## src/rtl/trace_reg_arbiter.sv

```systemverilog
// ============================================================================
// trace_reg_arbiter
// ----------------------------------------------------------------------------
// Shares the trace register bus between two masters:
//   M0 - USB register front end. It cannot be stalled, so it always wins and
//        may preempt an M1 burst at any point.
//   M1 - on-chip configuration sequencer (pattern/mask autoloader, resync
//        issuer) issuing atomic multi-byte bursts through m1_req/m1_gnt.
// The block drives the single shared bus and routes the registered read data
// (one cycle of latency) back to whichever master issued the read.
//
// Optional feature (compile-time macro TRACE_ARB_TIMEOUT_EN):
//   When defined, a starvation counter runs while M1 requests without a grant
//   and a sticky O_m1_starved flag is raised once it reaches pM1_TIMEOUT.
//   When undefined, the counter and the O_m1_starved port do not exist.
//   Arbitration is identical in both builds.
//
// Parameters:
//   pBYTECNT_SIZE  width of the bus byte counter and of m1_len
//   pM1_TIMEOUT    M1 starvation threshold in cycles (optional feature only)
//
// Ports:
//   usb_clk, reset_n                     clock, asynchronous active-low reset
//   m0_address/bytecnt/write_data        M0 bus request fields
//   m0_read/m0_write/m0_addrvalid        M0 strobes and address valid
//   m0_read_data                         read byte returned to M0
//   m1_req                               M1 burst request (level)
//   m1_address/m1_len/m1_rnw             M1 burst descriptor, sampled at grant
//   m1_wdata, m1_wpop                    M1 write byte and its consume strobe
//   m1_gnt                               M1 owns the bus
//   m1_rdata, m1_rvalid                  M1 read byte and its valid
//   m1_done, m1_abort                    burst completed / burst preempted
//   reg_address/bytecnt/write_data       shared bus fields
//   reg_read/reg_write/reg_addrvalid     shared bus strobes and address valid
//   read_data                            registered read data from reg block
//   O_m1_starved                         sticky starvation flag (optional)
// ============================================================================
module trace_reg_arbiter #(
    parameter int pBYTECNT_SIZE = 7,
    parameter int pM1_TIMEOUT   = 1024
) (
    input  logic                     usb_clk,
    input  logic                     reset_n,

    input  logic [7:0]               m0_address,
    input  logic [pBYTECNT_SIZE-1:0] m0_bytecnt,
    input  logic [7:0]               m0_write_data,
    input  logic                     m0_read,
    input  logic                     m0_write,
    input  logic                     m0_addrvalid,
    output logic [7:0]               m0_read_data,

    input  logic                     m1_req,
    input  logic [7:0]               m1_address,
    input  logic [pBYTECNT_SIZE-1:0] m1_len,
    input  logic                     m1_rnw,
    input  logic [7:0]               m1_wdata,
    output logic                     m1_wpop,
    output logic                     m1_gnt,
    output logic [7:0]               m1_rdata,
    output logic                     m1_rvalid,
    output logic                     m1_done,
    output logic                     m1_abort,

    output logic [7:0]               reg_address,
    output logic [pBYTECNT_SIZE-1:0] reg_bytecnt,
    output logic [7:0]               write_data,
    output logic                     reg_read,
    output logic                     reg_write,
    output logic                     reg_addrvalid,
    input  logic [7:0]               read_data
`ifdef TRACE_ARB_TIMEOUT_EN
    ,
    output logic                     O_m1_starved
`endif
);

    // Elaboration-time parameter sanity checks.
    generate
        if (pBYTECNT_SIZE < 1) begin : g_bad_bytecnt_size
            $error("trace_reg_arbiter: pBYTECNT_SIZE must be at least 1");
        end
        if (pM1_TIMEOUT < 2) begin : g_bad_timeout
            $error("trace_reg_arbiter: pM1_TIMEOUT must be at least 2");
        end
    endgenerate

    typedef enum logic [2:0] {
        IDLE,
        M0_OWN,
        M1_SETUP,
        M1_XFER,
        M1_DRAIN,
        GUARD
    } state_t;

    localparam logic [pBYTECNT_SIZE-1:0] CNT_ONE = pBYTECNT_SIZE'(1);

    state_t                     state_q;
    state_t                     state_d;

    // Burst descriptor captured at grant; M1 may change its inputs afterwards.
    logic [7:0]                 addr_q;
    logic [pBYTECNT_SIZE-1:0]   len_q;
    logic                       rnw_q;
    logic [pBYTECNT_SIZE-1:0]   cnt_q;

    logic                       done_q;
    logic                       abort_q;

    // Owner tag travelling alongside each read strobe.
    logic                       rd_pend_q;
    logic                       rd_m1_q;

    logic                       m1_own;
    logic                       m0_pass;
    logic                       grant_m1;
    logic                       last_byte;

    assign m1_own    = (state_q == M1_SETUP) || (state_q == M1_XFER) ||
                       (state_q == M1_DRAIN);

    // M0 is passed through with zero latency as soon as it raises addrvalid
    // in IDLE, so the front end never sees a stall when the bus is free.
    assign m0_pass   = (state_q == M0_OWN) ||
                       ((state_q == IDLE) && m0_addrvalid);

    assign grant_m1  = (state_q == IDLE) && !m0_addrvalid && m1_req;

    // Only evaluated in M1_XFER, which is never entered with len_q == 0.
    assign last_byte = (cnt_q == (len_q - CNT_ONE));

    // State register.
    always_ff @(posedge usb_clk or negedge reset_n) begin
        if (!reset_n) begin
            state_q <= IDLE;
        end else begin
            state_q <= state_d;
        end
    end

    // Next-state logic. M0 addrvalid preempts every M1 state; the M1 strobe
    // of the preempting cycle still goes out because the bus mux looks only
    // at the current state.
    always_comb begin
        state_d = state_q;
        case (state_q)
            IDLE: begin
                if (m0_addrvalid) begin
                    state_d = M0_OWN;
                end else if (m1_req) begin
                    state_d = M1_SETUP;
                end
            end
            M0_OWN: begin
                if (!m0_addrvalid) begin
                    state_d = GUARD;
                end
            end
            M1_SETUP: begin
                if (m0_addrvalid) begin
                    state_d = M0_OWN;
                end else if (len_q == '0) begin
                    state_d = M1_DRAIN;
                end else begin
                    state_d = M1_XFER;
                end
            end
            M1_XFER: begin
                if (m0_addrvalid) begin
                    state_d = M0_OWN;
                end else if (last_byte) begin
                    state_d = M1_DRAIN;
                end
            end
            M1_DRAIN: begin
                if (m0_addrvalid) begin
                    state_d = M0_OWN;
                end else begin
                    state_d = GUARD;
                end
            end
            GUARD: begin
                state_d = IDLE;
            end
            default: begin
                state_d = IDLE;
            end
        endcase
    end

    // Burst descriptor capture and byte counter.
    always_ff @(posedge usb_clk or negedge reset_n) begin
        if (!reset_n) begin
            addr_q <= 8'h00;
            len_q  <= '0;
            rnw_q  <= 1'b0;
            cnt_q  <= '0;
        end else if (grant_m1) begin
            addr_q <= m1_address;
            len_q  <= m1_len;
            rnw_q  <= m1_rnw;
            cnt_q  <= '0;
        end else if (state_q == M1_XFER) begin
            cnt_q  <= cnt_q + CNT_ONE;
        end
    end

    // Completion and preemption pulses appear in the cycle after the decision
    // (first GUARD cycle or first M0_OWN cycle). Both are decided in mutually
    // exclusive conditions, so they can never be high together, and an
    // asynchronous reset clears them without producing a pulse.
    always_ff @(posedge usb_clk or negedge reset_n) begin
        if (!reset_n) begin
            done_q  <= 1'b0;
            abort_q <= 1'b0;
        end else begin
            done_q  <= (state_q == M1_DRAIN) && !m0_addrvalid;
            abort_q <= m1_own && m0_addrvalid;
        end
    end

    // Read owner tag: remembers who issued the strobe so the returning byte
    // (valid one cycle later) is steered to the right master.
    always_ff @(posedge usb_clk or negedge reset_n) begin
        if (!reset_n) begin
            rd_pend_q <= 1'b0;
            rd_m1_q   <= 1'b0;
        end else begin
            rd_pend_q <= reg_read;
            rd_m1_q   <= m1_own;
        end
    end

    // Shared bus mux, combinational from the state. GUARD and IDLE without
    // M0 addrvalid leave the bus at zero, which creates the addrvalid gap
    // between owners.
    always_comb begin
        reg_address   = 8'h00;
        reg_bytecnt   = '0;
        write_data    = 8'h00;
        reg_read      = 1'b0;
        reg_write     = 1'b0;
        reg_addrvalid = 1'b0;
        m1_wpop       = 1'b0;
        if (m0_pass) begin
            reg_address   = m0_address;
            reg_bytecnt   = m0_bytecnt;
            write_data    = m0_write_data;
            reg_read      = m0_read;
            reg_write     = m0_write;
            reg_addrvalid = m0_addrvalid;
        end else if (m1_own) begin
            reg_address   = addr_q;
            reg_bytecnt   = cnt_q;
            reg_addrvalid = 1'b1;
            if (state_q == M1_XFER) begin
                reg_read   = rnw_q;
                reg_write  = ~rnw_q;
                m1_wpop    = ~rnw_q;
                write_data = rnw_q ? 8'h00 : m1_wdata;
            end
        end
    end

    // Master-side outputs. The read port that is not addressed stays at zero.
    always_comb begin
        m1_gnt       = m1_own;
        m1_done      = done_q;
        m1_abort     = abort_q;
        m1_rvalid    = rd_pend_q && rd_m1_q;
        m1_rdata     = (rd_pend_q && rd_m1_q)  ? read_data : 8'h00;
        m0_read_data = (rd_pend_q && !rd_m1_q) ? read_data : 8'h00;
    end

`ifdef TRACE_ARB_TIMEOUT_EN
    localparam int TO_W = $clog2(pM1_TIMEOUT + 1);

    logic [TO_W-1:0] wait_cnt_q;
    logic            starved_q;

    // Starvation monitor: counts cycles M1 waits without a grant, saturating
    // at the threshold. The flag is set on the edge the counter reaches the
    // threshold and stays set until reset, even after M1 is granted.
    always_ff @(posedge usb_clk or negedge reset_n) begin
        if (!reset_n) begin
            wait_cnt_q <= '0;
            starved_q  <= 1'b0;
        end else if (m1_gnt) begin
            wait_cnt_q <= '0;
        end else if (m1_req && (wait_cnt_q != TO_W'(pM1_TIMEOUT))) begin
            wait_cnt_q <= wait_cnt_q + TO_W'(1);
            if (wait_cnt_q == TO_W'(pM1_TIMEOUT - 1)) begin
                starved_q <= 1'b1;
            end
        end
    end

    assign O_m1_starved = starved_q;
`endif

endmodule

```

## config.mk

```make
export PLATFORM = sky130hd
export DESIGN_NAME = trace_reg_arbiter
export DESIGN_NICKNAME = d
export VERILOG_FILES = /design/src/rtl/trace_reg_arbiter.sv
export SDC_FILE = /design/constraint.sdc
export NUM_CORES = 1
export LEC_CHECK = 0
export CAP_MARGIN = 15
export CORE_ASPECT_RATIO = 1.1
export CORE_MARGIN = 2
export CORE_UTILIZATION = 34
export DETAILED_ROUTE_END_ITERATION = 10
export PLACE_DENSITY = 0.77
export SLEW_MARGIN = 20
export SYNTH_ARGS = -nofsm -noshare
export SYNTH_HDL_FRONTEND = slang
export SYNTH_SLANG_ARGS = --single-unit
```

## constraint.sdc

```tcl
create_clock -name usb_clk -period 2.3 [get_ports usb_clk]
set_clock_uncertainty 0.2 [all_clocks]
set_input_delay 0.23 -clock usb_clk [delete_from_list [all_inputs] [get_ports usb_clk]]
set_output_delay 0.23 -clock usb_clk [all_outputs]
set_load 0.01 [all_outputs]
```

# Word level (Yosys, flattened, before mapping)

Index checks and enable logic that the tools add are counted.
Widths: inputs -> output; s select.

Register bits after elaboration: 30
Bits in latches: 0
Memories kept: 0
ROM bits: 0
Bits in writable memories: 0
Input bits: 61
Logic and storage cells: 66
Output and inout port bits: 47

Multiplexer cells: 30
Divide/modulo/power cells: 0
Equality and inequality tests: 8
Bitwise logic cells: 1
$add $sub $neg: 2
Shift-type cells: 0
Magnitude comparators: 0
$mul: 0
Reduce and logical (&&, ||, !) cells: 16

Operators by type and width:

| kind                | count |
|---|---|
| $mux 8              | 8 |
| $mux 7              | 4 |
| $mux 3              | 8 |
| $pmux 3 s5          | 1 |
| $mux 1              | 9 |
| $add 7x1->7 const B | 1 |
| $eq 7x7->1          | 1 |
| $logic_and 1x1->1   | 7 |
| $logic_not 7->1     | 1 |
| $sub 7x1->7 const B | 1 |
| $eq 3x2->1 const B  | 2 |
| $ne 3x3->1 const B  | 2 |
| $eq 3x1->1 const B  | 1 |
| $eq 3x3->1 const B  | 1 |
| $logic_not 3->1     | 1 |
| $logic_or 1x1->1    | 3 |
| $reduce_and 3->1    | 1 |
| $logic_not 1->1     | 2 |
| $ne 2x2->1 const B  | 1 |
| $reduce_bool 2->1   | 1 |
| $not 1->1           | 1 |

# Depth between registers and ports, before layout

Gate-level depths: netlist of the first run.

Word-level depth: 5
Gate-level depth with buffers: 7
Depth with buffers taken out: 7

# Worst setup path after synthesis of the first run

OpenSTA, ideal clock, no wires.

Path type: reg2reg
Start point: reg len_q[0]
End point: reg state_q[2]
Setup time: 0.065 ns
Setup slack: -0.018 ns
Clock period less this slack: 2.318 ns
Data required time: 2.035 ns
Arrival: 2.053 ns
Buffers on the path: 0
Cell stages (with the launch flop): 8
Cells stage by stage: dfrtp_1 inv_1 ha_1 or3b_4 or4_1 or2_1 a221oi_2 o21a_1

Longest elaborated chain between the ends: 4
Elaborated cells between the ends (all ways): 8
Those cells by class: add/sub: 1; eq/ne: 2; mux: 3; reduce/logical: 2

Ends and longest elaborated chain:

| item                                                            | line     | RTL |
|---|---|---|
| from (decl)                                                     | 104      | `logic [pBYTECNT_SIZE-1:0] len_q;` |
| from (signal assigned)                                          | 201      | `len_q <= m1_len;` |
| $sub 7x1->7 or $logic_not 7->1 (tied branches)                  | 131, 163 |  |
| $eq 7x7->1 or $mux 3 (tied branches)                            | 131, 163 |  |
| $ne 3x3->1 (no source line) or $mux 3 (tied branches)           | -        |  |
| $reduce_and 3->1 (no source line) or $pmux 3 s5 (tied branches) | -        |  |
| to (signal assigned)                                            | 138      | `state_q <= state_d;` |
| to (decl)                                                       | 99       | `state_t state_q;` |

Parallel ways exist; a longest one is shown, timed or not.
A chain may end at the register's enable or synchronous reset.

# Worst setup path in the final report of the first run

Start point: reg len_q[1]
End point: reg state_q[2]

The elaborated chain is that of the path after synthesis.

==> reports/results.txt, run 1 <==
status - finished clean
Inserted Clock Buffers - 5
Post-Layout Cell Count - 385
Crit-path slowest cell - or4_4
fin util - 0.651
reg-to-reg startpoint - len_q[1]$_DFFE_PN0P_
Synth Register Bits - 30
commonest non-fill, non-tap cell in the layout - clkdlybuf4s50_1
internal power - 2.41 mW
Clock Sinks - 30
Crit path largest cell delay - 0.43 ns
clock-pin slew on the worst setup and hold paths - 0.07 ns
Max Slew Vio Count - 0
Fin. Hold Viols - 0
first-pass GRT wire length - 9.30 mm
post-synth net total - 244
Highest Clock Rate - 440 MHz
worst flop-to-flop path endpoint - state_q[2]$_DFFE_PN0P_
Worst Setup Path Type - flop to flop
mapped cell area - 1830 um2
Layout area overhead - 81.9%
GRT Overall Usage - 0.204
Sw Share - 0.386
# hold bufs at CTS - 0
Max FO, Critical Path - 2
ANT cells - 0
share of cells above drive strength 1 - 0.169
syn avg cell area - 10.1 um2
most frequent cells in the layout - clkdlybuf4s50_1 (81), dfrtp_1 (28), a22o_1 (24), dlygate4sd2_1 (24), buf_4 (21)
Reg2Reg Setup Slack - 0.03 ns
CTS tree - built
PortBufs - 107
initial antenna violation count - 0
Leakage - 1.52 nW
DRC violations left - 0
P_sw - 1.52 mW
CTS root buf - clkbuf_8
Synth Area in Adders - 0.0137
GPL Wtd Cong - 0.822
Comb power frac - 0.634
worst hold-check path type - primary input to asynchronous set/reset pin
Clk Latency, worst-skew pair - 0.28 ns
DRT Wirelength - 5.92 mm
Post-Place Worst Slack - -0.0348 ns
XOR/XNOR share of the synthesized area - 0.0576
Starting Density - 0.358
Worst EP required - 2.32 ns
Yosys warnings - 0
CP Data Arrival Time - 2.29 ns
register share of total power - 0.264
placed cell area - 3120 um2
RSZ-0062 raised after global routing - yes
vias in the first global route - 1931
Die H - 80.9 um
Power Dens Cells - 1180 nW/um2
Max Root-Sink Buffers - 2
Post-DP HPWL - 4.45 mm
Seq/Total Area, Yosys - 0.411
Crit. End Element - flop
main combinational cell family by area after synthesis - compound AO/OA/AOI/OAI gates
Hold WS - 0.141 ns
Peak VDD IR - 0.000641 V
crit start category - flop
Clk pwr share - 0.102
relative slew slack - 0.735
final setup fails - 0
mux share of post-synthesis cell area - 0.0864
Design Power - 3.92 mW
largest net degree at the start of global routing - 31
Synth cell types - 42
DP Cell Count - 369
average wire per cell in the routed design - 15.4 um
Mapped Cells - 181
worst reg-to-reg path cell count - 7
iteration count of the initial detailed-routing pass - 4
final instance area - 3320 um2
Setup TNS - 0 ns
die area - 5970 um2
die width - 73.9 um
post-layout min period - 2.27 ns
vias - 1917
Setup WS post-layout - 0.0283 ns
core area - 5100 um2
max cap viols - 0
Post-Synth Simple-Gate Area - 0.192
fill count - 441
I/O Pins - 108
critical path cell sequence - inv_2, ha_4, or3b_4, or4_4, or2_4, a221oi_2, o21a_1
CTS H-tree depth - 2
worst slew pin tran - 0.397 ns
initial detailed-routing violation count - 64
DR vias/cell - 4.98
Compound-Gate Fraction of Synth Area - 0.206
Nets - 376
num rows - 27
period utilisation layout - 0.988
Post-DRT Antenna Nets - 0
grt ovf - 0
[per-layer routing]
layer / global-route usage / routed length, um / part of all wire / up-vias
met5: 0 / 0 / 0 / -
met2: 0.362 / 3110 / 0.53 / 77
met1: 0.234 / 2280 / 0.38 / 886
met3: 0.0608 / 415 / 0.070 / 14
met4: 0.0600 / 113 / 0.019 / 0
li1: - / - / - / 940
[synthesized netlist by cell type, drive strengths merged]
cell	number	area, um2
a31oi	2	12.5
nor3	3	20.0
nand3	5	25.0
nor3b	1	7.51
dfrtp	30	751
buf	2	16.3
o21a	1	7.51
and2	10	62.6
o21ba	1	10.0
o221ai	1	15.0
a22o	24	210
mux2	14	158
and3	12	75.1
or2	1	6.26
or4	2	15.0
nor2b	1	6.26
o2111ai	1	8.76
inv	5	18.8
xor2	3	26.3
nor2	14	52.6
nor4	1	6.26
or3	1	6.26
a21oi	4	20.0
nand4	2	12.5
clkbuf	7	26.3
a21o	1	7.51
o31a	1	8.76
ha	2	25.0
nand2	8	32.5
or3b	1	11.3
o21ai	4	20.0
o22a	1	8.76
a22oi	1	7.51
xnor2	9	78.8
o31ai	2	15.0
nand3b	1	11.3
a221oi	2	23.8
[power by group through the flow]
stage               clock [mW]  sequential [mW]  combinational [mW]
floorplan                    0            0.959                1.20
global placement             0             1.01                2.27
detailed placement           0             1.03                2.31
CTS                      0.408             1.03                2.50
global route             0.436             1.08                2.70
finish                   0.400             1.03                2.49
[registers in the layout, summed over array words and instances (netlist names)]
signal and cells:
cnt_q 7, m1_abort 1, rnw_q 1, addr_q 8
state_q 3, m1_done 1, rd_pend_q 1, len_q 7
rd_m1_q 1
[area by class of cell]
class	count	area, um2	share of cell area
Timing Repair Buffer	134	1320	0.398
Clock buffer	7	76.3	0.0230
Sequential cell	30	753	0.227
Tap cell	72	90.1	0.0271
Inverter	5	18.8	0.00565
Multi-Input combinational cell	137	1060	0.319
[cell families (layout without fill, tap and decap cells)]
| family | after synthesis | after routing |
|---|---|---|
| adders and majority gates | 2 | 2 |
| DFF | 30 | 30 |
| and+or+nand+nor | 63 | 63 |
| AOI/OAI and AO/OA | 46 | 46 |
| xor gates and xnor gates | 12 | 12 |
| muxes | 14 | 14 |
| buffers and inverters | 14 | 146 |
[worst max-delay path by stage]
stage,from,endpoint,slack [ns],depth (start not counted)
after floorplan,len_q[0]$_DFFE_PN0P_,state_q[2]$_DFFE_PN0P_,-0.001,7
after global placement,m0_addrvalid,reg_read,0.02,6
after detailed placement,m0_addrvalid,reg_read,-0.03,6
after CTS,len_q[1]$_DFFE_PN0P_,state_q[2]$_DFFE_PN0P_,-0.01,7
after global routing,len_q[0]$_DFFE_PN0P_,state_q[2]$_DFFE_PN0P_,-0.05,7
final,len_q[1]$_DFFE_PN0P_,state_q[2]$_DFFE_PN0P_,0.03,7
[worst max-delay path, delay by kind of cell, from the launching register on]
kind                     cells  cell delay (ns)
AO/OA/AOI/OAI                2             0.37
adder cells (fa/ha/maj)      1             0.13
buffers and inverters        1             0.08
flip-flops                   1             0.38
AND/OR/NAND/NOR              3             1.06
[timing repair]
item | in CTS | in global routing
setup endpoints to repair | 27 | 14
resized for setup | 40 | 4
cloned | 2 | 0
pin swaps | 3 | 3
setup buffers | 6 | 1
Note: power is estimated with default switching activity, not from simulation.
==> inputs of run 2 (changes only) <==
==> constraint.sdc (replaced) <==
create_clock -name usb_clk -period 2.3 [get_ports usb_clk]
set_clock_uncertainty 0.2 [all_clocks]
set_input_delay 0.345 -clock usb_clk [delete_from_list [all_inputs] [get_ports usb_clk]]
set_output_delay 0.345 -clock usb_clk [all_outputs]
set_load 0.01 [all_outputs]
==> run 2 against run 1 <==
  * Maximum frequency down 0.45%
  * Sequential share of layout area increased by 0.36 points
  * Worst hold slack gained 0.11 ns
  * Non-clock buffer count down 5
  * Routed wire length is 5.5% lower
  * Flip-flop and latch count stayed put
  * First-iteration DRC count grew 7.8%
  * Combinational power fell by 5%
  * Register-to-register slack about the same
  * Via count down 1.2%
  * Clock power up 11%
  * Critical path depth stayed put
  * Largest power group unchanged
==> reports/results.txt, run 2 (synthesized netlist as in run 1, its figures left out) <==
Max Slew Vio Count - 0 (unchanged)
I/O Pins - 108 (unchanged)
Peak VDD IR - 0.000654 V (+2.1%)
initial detailed-routing violation count - 69 (+7.8%)
# hold bufs at CTS - 0 (unchanged)
Design Power - 3.85 mW (-1.9%)
Worst Setup Path Type - flop to flop
vias in the first global route - 1960 (+1.5%)
Met3 Wirelength - 337 um (-19%)
top flop regs - addr_q: 8 flops, cnt_q: 7 flops, len_q: 7 flops
vias - 1894 (-1.2%)
fill count - 423 (-4.1%)
Nets - 371 (-1.3%)
Inserted Clock Buffers - 5 (unchanged)
DR vias/cell - 4.97 (-0.16%)
post-layout min period - 2.28 ns (+0.0103 ns)
relative slew slack - 0.740 (+0.00464)
met1 wire length - 2.38 mm (+4.4%)
Top Metal Used - met4
num rows - 27 (unchanged)
reg-to-reg startpoint - len_q[1]$_DFFE_PN0P_
critical path cell sequence - inv_2, ha_4, or3b_4, or4_4, or2_4, a221oi_2, o21a_1
max reg flops - 8 (unchanged)
most frequent cells in the layout - clkdlybuf4s50_1 (78), dfrtp_1 (28), a22o_1 (24)
CP Data Arrival Time - 2.30 ns (about the same)
Leakage - 1.46 nW (-4.0%)
metal2 WL - 2.77 mm (-11%)
initial antenna violation count - 0 (unchanged)
ANT cells - 0 (unchanged)
DP Cell Count - 369 (unchanged)
average wire per cell in the routed design - 14.7 um (-4.6%)
multi-input combinational cell area - 1060 um2 (+0.24%)
Max FO, Critical Path - 2 (unchanged)
DRC violations left - 0 (unchanged)
Highest Clock Rate - 438 MHz (-0.45%)
Crit path largest cell delay - 0.43 ns (about the same)
final setup fails - 0 (unchanged)
RSZ-0062 raised after global routing - yes
Max Root-Sink Buffers - 2 (unchanged)
largest net degree at the start of global routing - 31 (unchanged)
Worst EP required - 2.32 ns (about the same)
die width - 73.9 um (unchanged)
Die H - 80.9 um (unchanged)
core area - 5100 um2 (unchanged)
Fin. Hold Viols - 0 (unchanged)
GPL Wtd Cong - 0.760 (-7.6%)
max cap viols - 0 (unchanged)
worst reg-to-reg path cell count - 7 (unchanged)
Power Dens Cells - 1180 nW/um2 (-0.35%)
commonest non-fill, non-tap cell in the layout - clkdlybuf4s50_1
die area - 5970 um2 (unchanged)
worst hold-check path type - primary input to asynchronous set/reset pin
CTS root buf - clkbuf_8
status - finished clean
CTS H-tree depth - 2 (unchanged)
clock-pin slew on the worst setup and hold paths - 0.07 ns (about the same)
Critical Path Source - len_q[1]$_DFFE_PN0P_
Post-Layout Cell Count - 381 (-1.0%)
CTS tree - built
Post-DP HPWL - 4.21 mm (-5.4%)
Crit-path slowest cell - or4_4
grt ovf - 0 (unchanged)
GRT Overall Usage - 0.196 (-0.00784)
Layout area overhead - 79.0%
first-pass GRT wire length - 9.18 mm (-1.3%)
PortBufs - 107 (unchanged)
share of cells above drive strength 1 - 0.197 (+0.0281)
Post-DRT Antenna Nets - 0 (unchanged)
worst slew pin tran - 0.390 ns (-0.00696 ns)
Hold WS - 0.251 ns (+0.110 ns)
crit start category - flop
period utilisation layout - 0.992 (+0.00449)
Starting Density - 0.358 (unchanged)
DRT Wirelength - 5.59 mm (-5.5%)
Top reg by flops - addr_q
Register Area - 753 um2 (unchanged)
Clk Latency, worst-skew pair - 0.28 ns (about the same)
Clock Sinks - 30 (unchanged)
Crit. End Element - flop
iteration count of the initial detailed-routing pass - 4 (unchanged)
==> run 2: worst paths after layout <==
| kind | slack [ns] | to |
|---|---|---|
| setup / recovery | 0.02 | state_q[2]$_DFFE_PN0P_ |
| hold / removal | 0.25 | len_q[2]$_DFFE_PN0P_ |
| setup reg to reg | 0.02 | state_q[2]$_DFFE_PN0P_ |
| hold reg to reg | 0.29 | addr_q[2]$_DFFE_PN0P_ |
| max in group asynchronous | 1.34 | rd_pend_q$_DFF_PN0_ |
| min in group usb_clk | 0.29 | addr_q[2]$_DFFE_PN0P_ |
==> run 2: repair_timing <==
action                                  4_1_cts  5_1_grt
cloned                                        1        0
pin swaps                                     4        3
setup buffers                                 1        2
endpoints found under the setup margin       36       36
resized for setup                            42       39
==> run 2: critical path, delay by kind of cell, from the launching register on <==
family / cells / cell delay (ns)
and+or+nand+nor: 3 / 1.05
AOI/OAI and AO/OA: 2 / 0.35
adders and majority gates: 1 / 0.13
DFF: 1 / 0.39
buffers and inverters: 1 / 0.09
==> run 2: cell type report <==
class | instances | area share
tap | 72 | 0.0276
timing repair buffer | 129 | 0.382
inverter | 5 | 0.00574
clock inverter | 2 | 0.00383
sequential | 30 | 0.230
multi-input combinational | 137 | 0.325
clock buffer | 6 | 0.0253
==> run 2: metal layers <==
| metal | vias up | GRT usage |
|---|---|---|
| met5 | - | 0 |
| met4 | 0 | 0.0545 |
| met3 | 11 | 0.0484 |
| met2 | 73 | 0.345 |
| met1 | 881 | 0.235 |
| li1 | 929 | - |
==> run 2: through the flow <==
| stage | cell area, um2 | setup slack (ns) | utilization | TNS, ns |
|---|---|---|---|---|
| after global routing | 3270 | -0.0463 | 0.641 | -0.0463 |
| after floorplan | 1830 | -0.00135 | - | -0.00135 |
| final | 3270 | 0.0180 | 0.641 | 0 |
| after CTS | 3270 | -0.0110 | 0.641 | -0.0110 |
| after detailed placement | 3120 | -0.258 | 0.612 | -5.42 |
| after global placement | 3120 | -0.204 | 0.612 | -4.55 |
==> run 2: power breakdown <==
part,switching [mW],internal [mW],leakage (nW)
registers,0.261,0.767,0.374
clock network,0.206,0.240,0.0472
logic,1.03,1.34,1.04
